[config.mk]
export PLATFORM = sky130hd
export DESIGN_NAME = dmem_arbiter_flat
export DESIGN_NICKNAME = d
export VERILOG_FILES = /design/src/rtl/dmem_arbiter_pkg.sv /design/src/rtl/dmem_arbiter_if.sv /design/src/rtl/dmem_rdata_fmt.sv /design/src/rtl/dmem_arbiter.sv /design/src/flat_wrapper.sv
export SDC_FILE = /design/constraint.sdc
export NUM_CORES = 1
export LEC_CHECK = 0
export ABC_AREA = 1
export CORE_UTILIZATION = 42
export CTS_CLUSTER_SIZE = 20
export DETAILED_ROUTE_END_ITERATION = 8
export PLACE_DENSITY_LB_ADDON = 0.3
export SYNTH_ARGS = -nofsm -noshare
export SYNTH_HDL_FRONTEND = slang
export SYNTH_HIERARCHICAL = 1
export SYNTH_SLANG_ARGS = --single-unit
[constraint.sdc]
create_clock -name clk -period 2.2 [get_ports clk]
set_input_delay 0.33 -clock clk [delete_from_list [all_inputs] [get_ports clk]]
set_output_delay 0.33 -clock clk [all_outputs]
set_load 0.005 [all_outputs]
[src/rtl/dmem_arbiter_pkg.sv]
// Shared constants and transaction types for the data-memory arbiter.
// Used by dmem_arbiter, its interface and the read-data formatter.
package dmem_arbiter_pkg;

    localparam int ADDR_WIDTH = 16;
    localparam int DATA_WIDTH = 16;
    localparam int WAIT_W     = 4;

    typedef enum logic {
        PORT_CPU = 1'b0,
        PORT_DMA = 1'b1
    } port_id_t;

    typedef struct packed {
        logic [ADDR_WIDTH-1:0] addr;
        logic                  wen;
        logic                  byt;
        logic [DATA_WIDTH-1:0] wdata;
    } dmem_req_t;

    // Read granted last cycle whose data is coming back from memory now.
    typedef struct packed {
        logic     valid;
        port_id_t port;
        logic     byt;
        logic     lane;
    } pend_t;

endpackage

[src/rtl/dmem_arbiter_if.sv]
// Bundle of both requester ports plus the shared data-memory port.
// Handshake: a requester holds req and its attributes until it sees gnt in the same cycle;
// the gnt cycle carries the transaction, and a granted read returns rvalid exactly one cycle later.
interface dmem_arbiter_if #(
    parameter int ADDR_WIDTH = dmem_arbiter_pkg::ADDR_WIDTH
);
    logic                  m0_req;
    logic [ADDR_WIDTH-1:0] m0_addr;
    logic                  m0_wen;
    logic                  m0_byt;
    logic [15:0]           m0_wdata;
    logic                  m0_gnt;
    logic                  m0_rvalid;
    logic [15:0]           m0_rdata;

    logic                  m1_req;
    logic [ADDR_WIDTH-1:0] m1_addr;
    logic                  m1_wen;
    logic                  m1_byt;
    logic [15:0]           m1_wdata;
    logic                  m1_gnt;
    logic                  m1_rvalid;
    logic [15:0]           m1_rdata;

    logic [ADDR_WIDTH-1:0] mem_addr;
    logic                  mem_wen;
    logic                  mem_byt;
    logic [15:0]           mem_wdata;
    logic [15:0]           mem_rdata;

    modport slave (
        input  m0_req, m0_addr, m0_wen, m0_byt, m0_wdata,
        output m0_gnt, m0_rvalid, m0_rdata,
        input  m1_req, m1_addr, m1_wen, m1_byt, m1_wdata,
        output m1_gnt, m1_rvalid, m1_rdata,
        output mem_addr, mem_wen, mem_byt, mem_wdata,
        input  mem_rdata
    );

    modport master (
        output m0_req, m0_addr, m0_wen, m0_byt, m0_wdata,
        input  m0_gnt, m0_rvalid, m0_rdata,
        output m1_req, m1_addr, m1_wen, m1_byt, m1_wdata,
        input  m1_gnt, m1_rvalid, m1_rdata,
        input  mem_addr, mem_wen, mem_byt, mem_wdata,
        output mem_rdata
    );

endinterface

[src/rtl/dmem_rdata_fmt.sv]
// Combinational load formatter: passes a word through, or zero-extends the
// byte lane selected by the low address bit.
module dmem_rdata_fmt
    import dmem_arbiter_pkg::*;
(
    input  logic [DATA_WIDTH-1:0] raw,
    input  logic                  byt,
    input  logic                  lane,
    output logic [DATA_WIDTH-1:0] data
);

    always_comb begin
        data = raw;
        if (byt) begin
            data = {8'h00, (lane ? raw[15:8] : raw[7:0])};
        end
    end

endmodule

[src/rtl/dmem_arbiter.sv]
// Two-port arbiter for the single-port data memory: CPU priority with a DMA starvation counter,
// or fair round-robin when DMEM_ARB_ROUND_ROBIN_EN is defined.
module dmem_arbiter
    import dmem_arbiter_pkg::*;
#(
    parameter int ADDR_WIDTH = dmem_arbiter_pkg::ADDR_WIDTH,
    parameter int MAX_WAIT   = 4
) (
    input  logic           clk,
    input  logic           rst,
    dmem_arbiter_if.slave  bus
);

    dmem_req_t req0;
    dmem_req_t req1;
    dmem_req_t win;
    logic      m1_pref;
    logic      m1_wins;
    logic      gnt0;
    logic      gnt1;

    pend_t           pend_q, pend_d;
    logic [15:0]     rdata0_q, rdata0_d;
    logic [15:0]     rdata1_q, rdata1_d;
    logic            rvalid0;
    logic            rvalid1;
    logic [15:0]     fmt_data;

    always_comb begin
        req0.addr  = bus.m0_addr;
        req0.wen   = bus.m0_wen;
        req0.byt   = bus.m0_byt;
        req0.wdata = bus.m0_wdata;
        req1.addr  = bus.m1_addr;
        req1.wen   = bus.m1_wen;
        req1.byt   = bus.m1_byt;
        req1.wdata = bus.m1_wdata;
    end

`ifdef DMEM_ARB_ROUND_ROBIN_EN
    logic last_gnt_q, last_gnt_d;

    // Port 1 is favoured whenever port 0 took the most recent grant.
    assign m1_pref = ~last_gnt_q;

    always_comb begin
        last_gnt_d = last_gnt_q;
        if (gnt1) begin
            last_gnt_d = 1'b1;
        end else if (gnt0) begin
            last_gnt_d = 1'b0;
        end
    end

    always_ff @(posedge clk) begin
        if (rst) begin
            last_gnt_q <= 1'b1;
        end else begin
            last_gnt_q <= last_gnt_d;
        end
    end
`else
    localparam logic [WAIT_W-1:0] MAX_WAIT_C = WAIT_W'(MAX_WAIT);

    logic [WAIT_W-1:0] wait_q, wait_d;

    assign m1_pref = (wait_q == MAX_WAIT_C);

    always_comb begin
        wait_d = wait_q;
        if (!bus.m1_req || gnt1) begin
            wait_d = '0;
        end else if (wait_q != MAX_WAIT_C) begin
            wait_d = wait_q + 1'b1;
        end
    end

    always_ff @(posedge clk) begin
        if (rst) begin
            wait_q <= '0;
        end else begin
            wait_q <= wait_d;
        end
    end
`endif

    // Grants are suppressed while in reset so nothing reaches memory or the pending slot.
    assign m1_wins = bus.m1_req & (~bus.m0_req | m1_pref);
    assign gnt1    = ~rst & m1_wins;
    assign gnt0    = ~rst & bus.m0_req & ~m1_wins;

    always_comb begin
        win = '0;
        if (gnt1) begin
            win = req1;
        end else if (gnt0) begin
            win = req0;
        end
    end

    assign bus.m0_gnt    = gnt0;
    assign bus.m1_gnt    = gnt1;
    assign bus.mem_addr  = ADDR_WIDTH'(win.addr);
    assign bus.mem_wen   = win.wen;
    assign bus.mem_byt   = win.byt;
    assign bus.mem_wdata = win.wdata;

    always_comb begin
        pend_d.valid = (gnt0 | gnt1) & ~win.wen;
        pend_d.port  = gnt1 ? PORT_DMA : PORT_CPU;
        pend_d.byt   = win.byt;
        pend_d.lane  = win.addr[0];
    end

    dmem_rdata_fmt u_fmt (
        .raw  (bus.mem_rdata),
        .byt  (pend_q.byt),
        .lane (pend_q.lane),
        .data (fmt_data)
    );

    assign rvalid0 = ~rst & pend_q.valid & (pend_q.port == PORT_CPU);
    assign rvalid1 = ~rst & pend_q.valid & (pend_q.port == PORT_DMA);

    // Read data is presented combinationally with rvalid and captured so it holds afterwards.
    always_comb begin
        rdata0_d = rvalid0 ? fmt_data : rdata0_q;
        rdata1_d = rvalid1 ? fmt_data : rdata1_q;
    end

    assign bus.m0_rvalid = rvalid0;
    assign bus.m1_rvalid = rvalid1;
    assign bus.m0_rdata  = rdata0_d;
    assign bus.m1_rdata  = rdata1_d;

    always_ff @(posedge clk) begin
        if (rst) begin
            pend_q   <= '0;
            rdata0_q <= '0;
            rdata1_q <= '0;
        end else begin
            pend_q   <= pend_d;
            rdata0_q <= rdata0_d;
            rdata1_q <= rdata1_d;
        end
    end

endmodule

[src/flat_wrapper.sv]
// flat-port wrapper written by rule: the top's interface ports become plain ports
module dmem_arbiter_flat import dmem_arbiter_pkg::*;
#(
    parameter int ADDR_WIDTH = dmem_arbiter_pkg::ADDR_WIDTH,
    parameter int MAX_WAIT   = 4
)
  (clk, rst, bus_m0_req, bus_m0_addr, bus_m0_wen, bus_m0_byt, bus_m0_wdata, bus_m0_gnt, bus_m0_rvalid, bus_m0_rdata, bus_m1_req, bus_m1_addr, bus_m1_wen, bus_m1_byt, bus_m1_wdata, bus_m1_gnt, bus_m1_rvalid, bus_m1_rdata, bus_mem_addr, bus_mem_wen, bus_mem_byt, bus_mem_wdata, bus_mem_rdata);
  dmem_arbiter_if #(.ADDR_WIDTH(ADDR_WIDTH)) bus_i ();
  input  logic clk;
  input  logic rst;
  input wire logic [$bits(bus_i.m0_req)-1:0] bus_m0_req;
  input wire logic [$bits(bus_i.m0_addr)-1:0] bus_m0_addr;
  input wire logic [$bits(bus_i.m0_wen)-1:0] bus_m0_wen;
  input wire logic [$bits(bus_i.m0_byt)-1:0] bus_m0_byt;
  input wire logic [$bits(bus_i.m0_wdata)-1:0] bus_m0_wdata;
  output wire logic [$bits(bus_i.m0_gnt)-1:0] bus_m0_gnt;
  output wire logic [$bits(bus_i.m0_rvalid)-1:0] bus_m0_rvalid;
  output wire logic [$bits(bus_i.m0_rdata)-1:0] bus_m0_rdata;
  input wire logic [$bits(bus_i.m1_req)-1:0] bus_m1_req;
  input wire logic [$bits(bus_i.m1_addr)-1:0] bus_m1_addr;
  input wire logic [$bits(bus_i.m1_wen)-1:0] bus_m1_wen;
  input wire logic [$bits(bus_i.m1_byt)-1:0] bus_m1_byt;
  input wire logic [$bits(bus_i.m1_wdata)-1:0] bus_m1_wdata;
  output wire logic [$bits(bus_i.m1_gnt)-1:0] bus_m1_gnt;
  output wire logic [$bits(bus_i.m1_rvalid)-1:0] bus_m1_rvalid;
  output wire logic [$bits(bus_i.m1_rdata)-1:0] bus_m1_rdata;
  output wire logic [$bits(bus_i.mem_addr)-1:0] bus_mem_addr;
  output wire logic [$bits(bus_i.mem_wen)-1:0] bus_mem_wen;
  output wire logic [$bits(bus_i.mem_byt)-1:0] bus_mem_byt;
  output wire logic [$bits(bus_i.mem_wdata)-1:0] bus_mem_wdata;
  input wire logic [$bits(bus_i.mem_rdata)-1:0] bus_mem_rdata;
  assign bus_i.m0_req = bus_m0_req;
  assign bus_i.m0_addr = bus_m0_addr;
  assign bus_i.m0_wen = bus_m0_wen;
  assign bus_i.m0_byt = bus_m0_byt;
  assign bus_i.m0_wdata = bus_m0_wdata;
  assign bus_m0_gnt = bus_i.m0_gnt;
  assign bus_m0_rvalid = bus_i.m0_rvalid;
  assign bus_m0_rdata = bus_i.m0_rdata;
  assign bus_i.m1_req = bus_m1_req;
  assign bus_i.m1_addr = bus_m1_addr;
  assign bus_i.m1_wen = bus_m1_wen;
  assign bus_i.m1_byt = bus_m1_byt;
  assign bus_i.m1_wdata = bus_m1_wdata;
  assign bus_m1_gnt = bus_i.m1_gnt;
  assign bus_m1_rvalid = bus_i.m1_rvalid;
  assign bus_m1_rdata = bus_i.m1_rdata;
  assign bus_mem_addr = bus_i.mem_addr;
  assign bus_mem_wen = bus_i.mem_wen;
  assign bus_mem_byt = bus_i.mem_byt;
  assign bus_mem_wdata = bus_i.mem_wdata;
  assign bus_i.mem_rdata = bus_mem_rdata;
  dmem_arbiter #(.ADDR_WIDTH(ADDR_WIDTH), .MAX_WAIT(MAX_WAIT)) u_core (.clk(clk), .rst(rst), .bus(bus_i));
endmodule
-- After elaboration in Yosys (flattened, before gate mapping)
Cells that the tools add are included.
- latch bits: 0
- logic and storage cells: 35
- output and inout port bits: 70
- RAM bits: 0
- bits in read-only memories: 0
- memories: 0
- input port bits: 88
- bits in registers: 40
- shifts and indexed selects: 0
- $lt $le $gt $ge: 0
- multiply operators: 0
- divide/modulo/power cells: 0
- equal/unequal tests: 2
- add/subtract/negate cells: 1
- reductions and logical operators: 3
- multiplexer cells: 7
- bitwise operators: 15
- operators with widths (operator ; count):
    $mux 34 ; 2
    $mux 16 ; 3
    $and 1x1->1 ; 8
    $mux 8 ; 1
    $not 1->1 ; 5
    $add 4x1->4 const B ; 1
    $eq 4x3->1 const B ; 1
    $ne 4x3->1 const B ; 1
    $or 1x1->1 ; 2
    $reduce_or 2->1 ; 1
    $logic_not 1->1 ; 1
    $logic_or 1x1->1 ; 1
    $mux 1 ; 1

-- Depth between registers and ports, before layout
- depth after elaboration: 9
- mapped depth: 8
- depth with buffers taken out: 7

-- Hierarchy
Netlist, hierarchy kept.
- by module, submodules not included (module ; cells each ; area each (µm²) ; instances ; sequential area each (µm²)):
    dmem_arbiter ; 362 ; 2546.2 ; 1 ; 800.8
    dmem_rdata_fmt ; 44 ; 211.5 ; 1 ; 0.0

-- Least setup slack after synthesis
OpenSTA, ideal clock, no wires.
- kind: register -> output
- start: register u_core.wait_q[0]
- end: output bus_mem_addr[1]
- stages on the path, launching flop included: 9
- data arrival time: 1.142 ns
- buffers on the path: 1
- slack: 0.728 ns
- required time: 1.870 ns
- cell sequence: dfxtp_1 -> inv_1 -> ha_1 -> nand4_1 -> nand2_1 -> inv_2 -> buf_6 -> nand2_1 -> nand2_1
- longest elaborated chain between the ends: 7
- elaborated cells on any way between the ends: 8
- those cells by class: 1 x eq/ne; 2 x mux; 5 x bitwise
- ends and longest elaborated chain (what ; RTL line ; source):
    start: declaration ; dmem_arbiter.sv:65 ; logic [WAIT_W-1:0] wait_q, wait_d;
    start signal: assignment ; dmem_arbiter.sv:82 ; wait_q <= wait_d;
    $eq 4x3->1 ; dmem_arbiter.sv:67 ; assign m1_pref = (wait_q == MAX_WAIT_C);
    $or 1x1->1 ; dmem_arbiter.sv:88 ; assign m1_wins = bus.m1_req & (~bus.m0_req | m1_pref);
    $and 1x1->1 ; dmem_arbiter.sv:88 ;
    $not 1->1 ; dmem_arbiter.sv:90 ; assign gnt0 = ~rst & bus.m0_req & ~m1_wins;
    $and 1x1->1 ; dmem_arbiter.sv:90 ;
    via bus_m0_gnt ; flat_wrapper.sv:16 ; output wire logic [$bits(bus_i.m0_gnt)-1:0] bus_m0_gnt;
    $mux 34 ; dmem_arbiter.sv:96 ; end else if (gnt0) begin
    $mux 34 ; dmem_arbiter.sv:94 ; if (gnt1) begin
    end: declaration ; flat_wrapper.sv:27 ; output wire logic [$bits(bus_i.mem_addr)-1:0] bus_mem_addr;
The timed path passes the listed nets, and every way through them passes these cells.

-- Worst setup path after layout
- start: register u_core/pend_q[3] (netlist bit)
- end: output bus_m0_rdata[3]
- longest elaborated chain between the ends: 3
- ends and longest elaborated chain (what ; RTL line ; source):
    start: declaration ; dmem_arbiter.sv:22 ; pend_t pend_q, pend_d;
    start signal: assignment ; dmem_arbiter.sv:142 ; pend_q <= pend_d;
    $and 1x1->1 (2 in series) ; dmem_arbiter.sv:122 ; assign rvalid0 = ~rst & pend_q.valid & (pend_q.port == PORT_CPU);
    $mux 16 ; dmem_arbiter.sv:127 ; rdata0_d = rvalid0 ? fmt_data : rdata0_q;
    end: declaration ; flat_wrapper.sv:18 ; output wire logic [$bits(bus_i.m0_rdata)-1:0] bus_m0_rdata;
No other way between the ends.

==> impl_metrics.env <==
export IMPL_worst_slack_ps=78.4
export IMPL_wl_um=8160
export IMPL_fp_row_count=29
export IMPL_crit_slowest_cell="clkdlybuf4s50_1"
export IMPL_antenna_cells=0
export IMPL_peakVddDrop_mv=0.352
export IMPL_avgSynthCellArea_um2=6.79
export IMPL_setup_worst_path_class="flop to primary output"
export IMPL_synth_warnings=6
export IMPL_total_power_w=0.00194
export IMPL_maxCapViolations=0
export IMPL_fin_skew_ps=5.73
export IMPL_port_buffers=157
export IMPL_syn_area_mm2=0.00276
export IMPL_yosysSeqAreaShare=0.290
export IMPL_core_area_mm2=0.00635
export IMPL_pre_cts_ws_ps=-92.9
export IMPL_hold_viol=0
export IMPL_numCtsBuffers=5
export IMPL_synth_area_leader_cell="dfxtp_1"
export IMPL_drt_iter0_markers=118
export IMPL_die_area_mm2=0.00689
export IMPL_synthAdderAreaFrac=0.00907
export IMPL_vias_per_cell=4.70
export IMPL_drive_gt1_frac=0.242
export IMPL_path_clk_slew_ps=70
export IMPL_synth_top_family_by_area="simple AND/OR/NAND/NOR gates"
export IMPL_drc_errors=2
export IMPL_synth_ff_latch_count=40
export IMPL_synth_compound_area_frac=0.107
export IMPL_rsz0062_at_grt="true"
export IMPL_maxSlewViolCount=0
export IMPL_track_usage=0.239
export IMPL_crit_path_start_kind="flop"
export IMPL_period_share=0.964
export IMPL_max_stage_delay_ps=490
export IMPL_drtPass1Iterations=7
export IMPL_crit_chain="inv_1 -> nor2_8 -> nand2_8 -> buf_12 -> nand2_2 -> o21ai_2 -> inv_1 -> clkdlybuf4s50_1"
export IMPL_grt_pass1_vias=3055
export IMPL_antenna_found_initial=0
export IMPL_dp_cells=632
export IMPL_status="finished with violations"
export IMPL_synth_distinct_cells=21
export IMPL_start_util=0.434
export IMPL_max_freq_mhz=471
export IMPL_h_tree_depth=2
export IMPL_die_x_um=83.0
export IMPL_synthToLayoutAreaGrowth_pct=67.6
export IMPL_min_period_ps=2120
export IMPL_syn_inst=406
export IMPL_end_kind="primary output"
export IMPL_final_cell_mix="clkdlybuf4s50_1, nand2_1, inv_1"
export IMPL_place_gp_congestion=0.819
export IMPL_pin_count=158
export IMPL_max_clock_path_buffers=2
export IMPL_synth_xor_area_share=0.00318
export IMPL_p_leak_nw=2.51
export IMPL_yosysTopAreaCellShare=0.290
export IMPL_power_density_mw_per_mm2=420
export IMPL_crit_fanout=15
export IMPL_ant_nets=0
export IMPL_grt_remaining_overflow=0
export IMPL_num_vias=3061
export IMPL_muxShareOfSynthArea=0
export IMPL_synthesis_nets=496
export IMPL_timing_slew_headroom=0.675
export IMPL_arrival_ps=1790
export IMPL_cts_hold_buf=0
export IMPL_wl_per_cell_um=12.5
export IMPL_cts_tree="yes"
export IMPL_final_common_cell="clkdlybuf4s50_1"
export IMPL_num_nets_final=663
export IMPL_violations="DRC"
export IMPL_clkSinkCount=40
export IMPL_cp_required_ps=1870
export IMPL_synthTopCellsByArea="dfxtp_1, nand2_1, inv_1, o21ai_2, nand3_1"
export IMPL_tightest_slew_ps=487
export IMPL_crit_top_cell="inv_1"
export IMPL_synth_simple_area_share=0.401
export IMPL_setup_viol=0
export IMPL_grt_pass1_wl_um=13400
export IMPL_die_h_um=83.0
export IMPL_grt_max_degree=37
export IMPL_final_cells=651
export IMPL_clk_latency_ps=290
export IMPL_dp_hpwl_um=6240
export IMPL_root_buffer="clkbuf_8"
export IMPL_hold_path_class="input port to flop"
## critical path: cells and delay by family, from the launching register on
kind / cells / cell delay, ps
AO/OA/AOI/OAI: 1 / 60
buffers and inverters: 4 / 800
flip-flops: 1 / 310
AND/OR/NAND/NOR: 3 / 330
## cells in the mapped netlist
master,number
nand2_1,95
inv_1,79
nand3_1,43
dfxtp_1,40
o21ai_2,32
nand2_2,26
nor2_2,26
nor2_1,21
buf_6,15
buf_2,6
nand2_4,4
inv_2,3
nand3_2,3
a21oi_1,2
buf_4,2
ha_1,2
nand4_1,2
nor2_4,2
nor2_8,1
o21ai_0,1
xnor2_1,1
## metal layers
metal  GRT usage  wire length (um)  vias to the layer above
met5           0                 0                        -
li1            -                 -                     1548
met3      0.0686               659                       22
met2       0.468              4400                      124
met4      0.0878               213                        0
met1       0.235              2890                     1367
## metrics by stage
stage	hold WS [ps]	setup TNS (ps)	cell area [um^2]	utilization
3_3_place_gp	443	-1380	4370	0.688
6_report	390	0	4620	0.728
5_1_grt	397	-6.63	4620	0.728
2_1_floorplan	430	0	2760	-
4_1_cts	386	0	4540	0.715
3_5_place_dp	467	-1950	4370	0.688
## power by group
group / internal, W / leakage [nW] / total (W) / switching [W]
Clock: 0.000250 / 0.0510 / 0.000502 / 0.000251
Combinational: 0.000376 / 2.14 / 0.000673 / 0.000298
Sequential: 0.000757 / 0.327 / 0.000767 / 0.0000108
## state kept, by name (all words and copies together), names as in the netlist
| register | flops |
|---|---|
| u_core/pend_q | 4 |
| u_core/rdata0_q | 16 |
| u_core/rdata1_q | 16 |
| u_core/wait_q | 4 |
## cell type report
class / instances / area [um^2]
clock inverter: 2 / 10.0
clock buffer: 6 / 82.6
fill: 517 / 1730
multi-input combinational: 264 / 1520
sequential: 40 / 805
inverter: 82 / 308
timing repair buffer: 180 / 1800
tap: 77 / 96.3
## path summary, 6_finish.rpt
check                                startpoint                             to  slack (ps)  depth (start not counted)
setup / recovery    u_core/pend_q[3]$_SDFF_PP0_                bus_m0_rdata[3]          80                          8
hold / removal                              rst    u_core/pend_q[2]$_SDFF_PP0_         390                          2
setup reg to reg  u_core/wait_q[0]$_SDFFE_PP0N_    u_core/pend_q[3]$_SDFF_PP0_         900                          8
hold reg to reg   u_core/wait_q[0]$_SDFFE_PP0N_  u_core/wait_q[0]$_SDFFE_PP0N_         510                          2
## cells by family after synthesis
family                     Yosys count
and+or+nand+nor                    223
adders and majority gates            2
AOI/OAI and AO/OA                   35
buffers and inverters              105
xor gates and xnor gates             1
DFF                                 40
## repair_timing
action                     in CTS  in global routing
pin swaps                       0                  4
setup endpoints to repair      36                 23
cloned                          4                  0
gates resized for setup        44                 13
buffers inserted                3                  4
(Power assumes the default switching activity.)
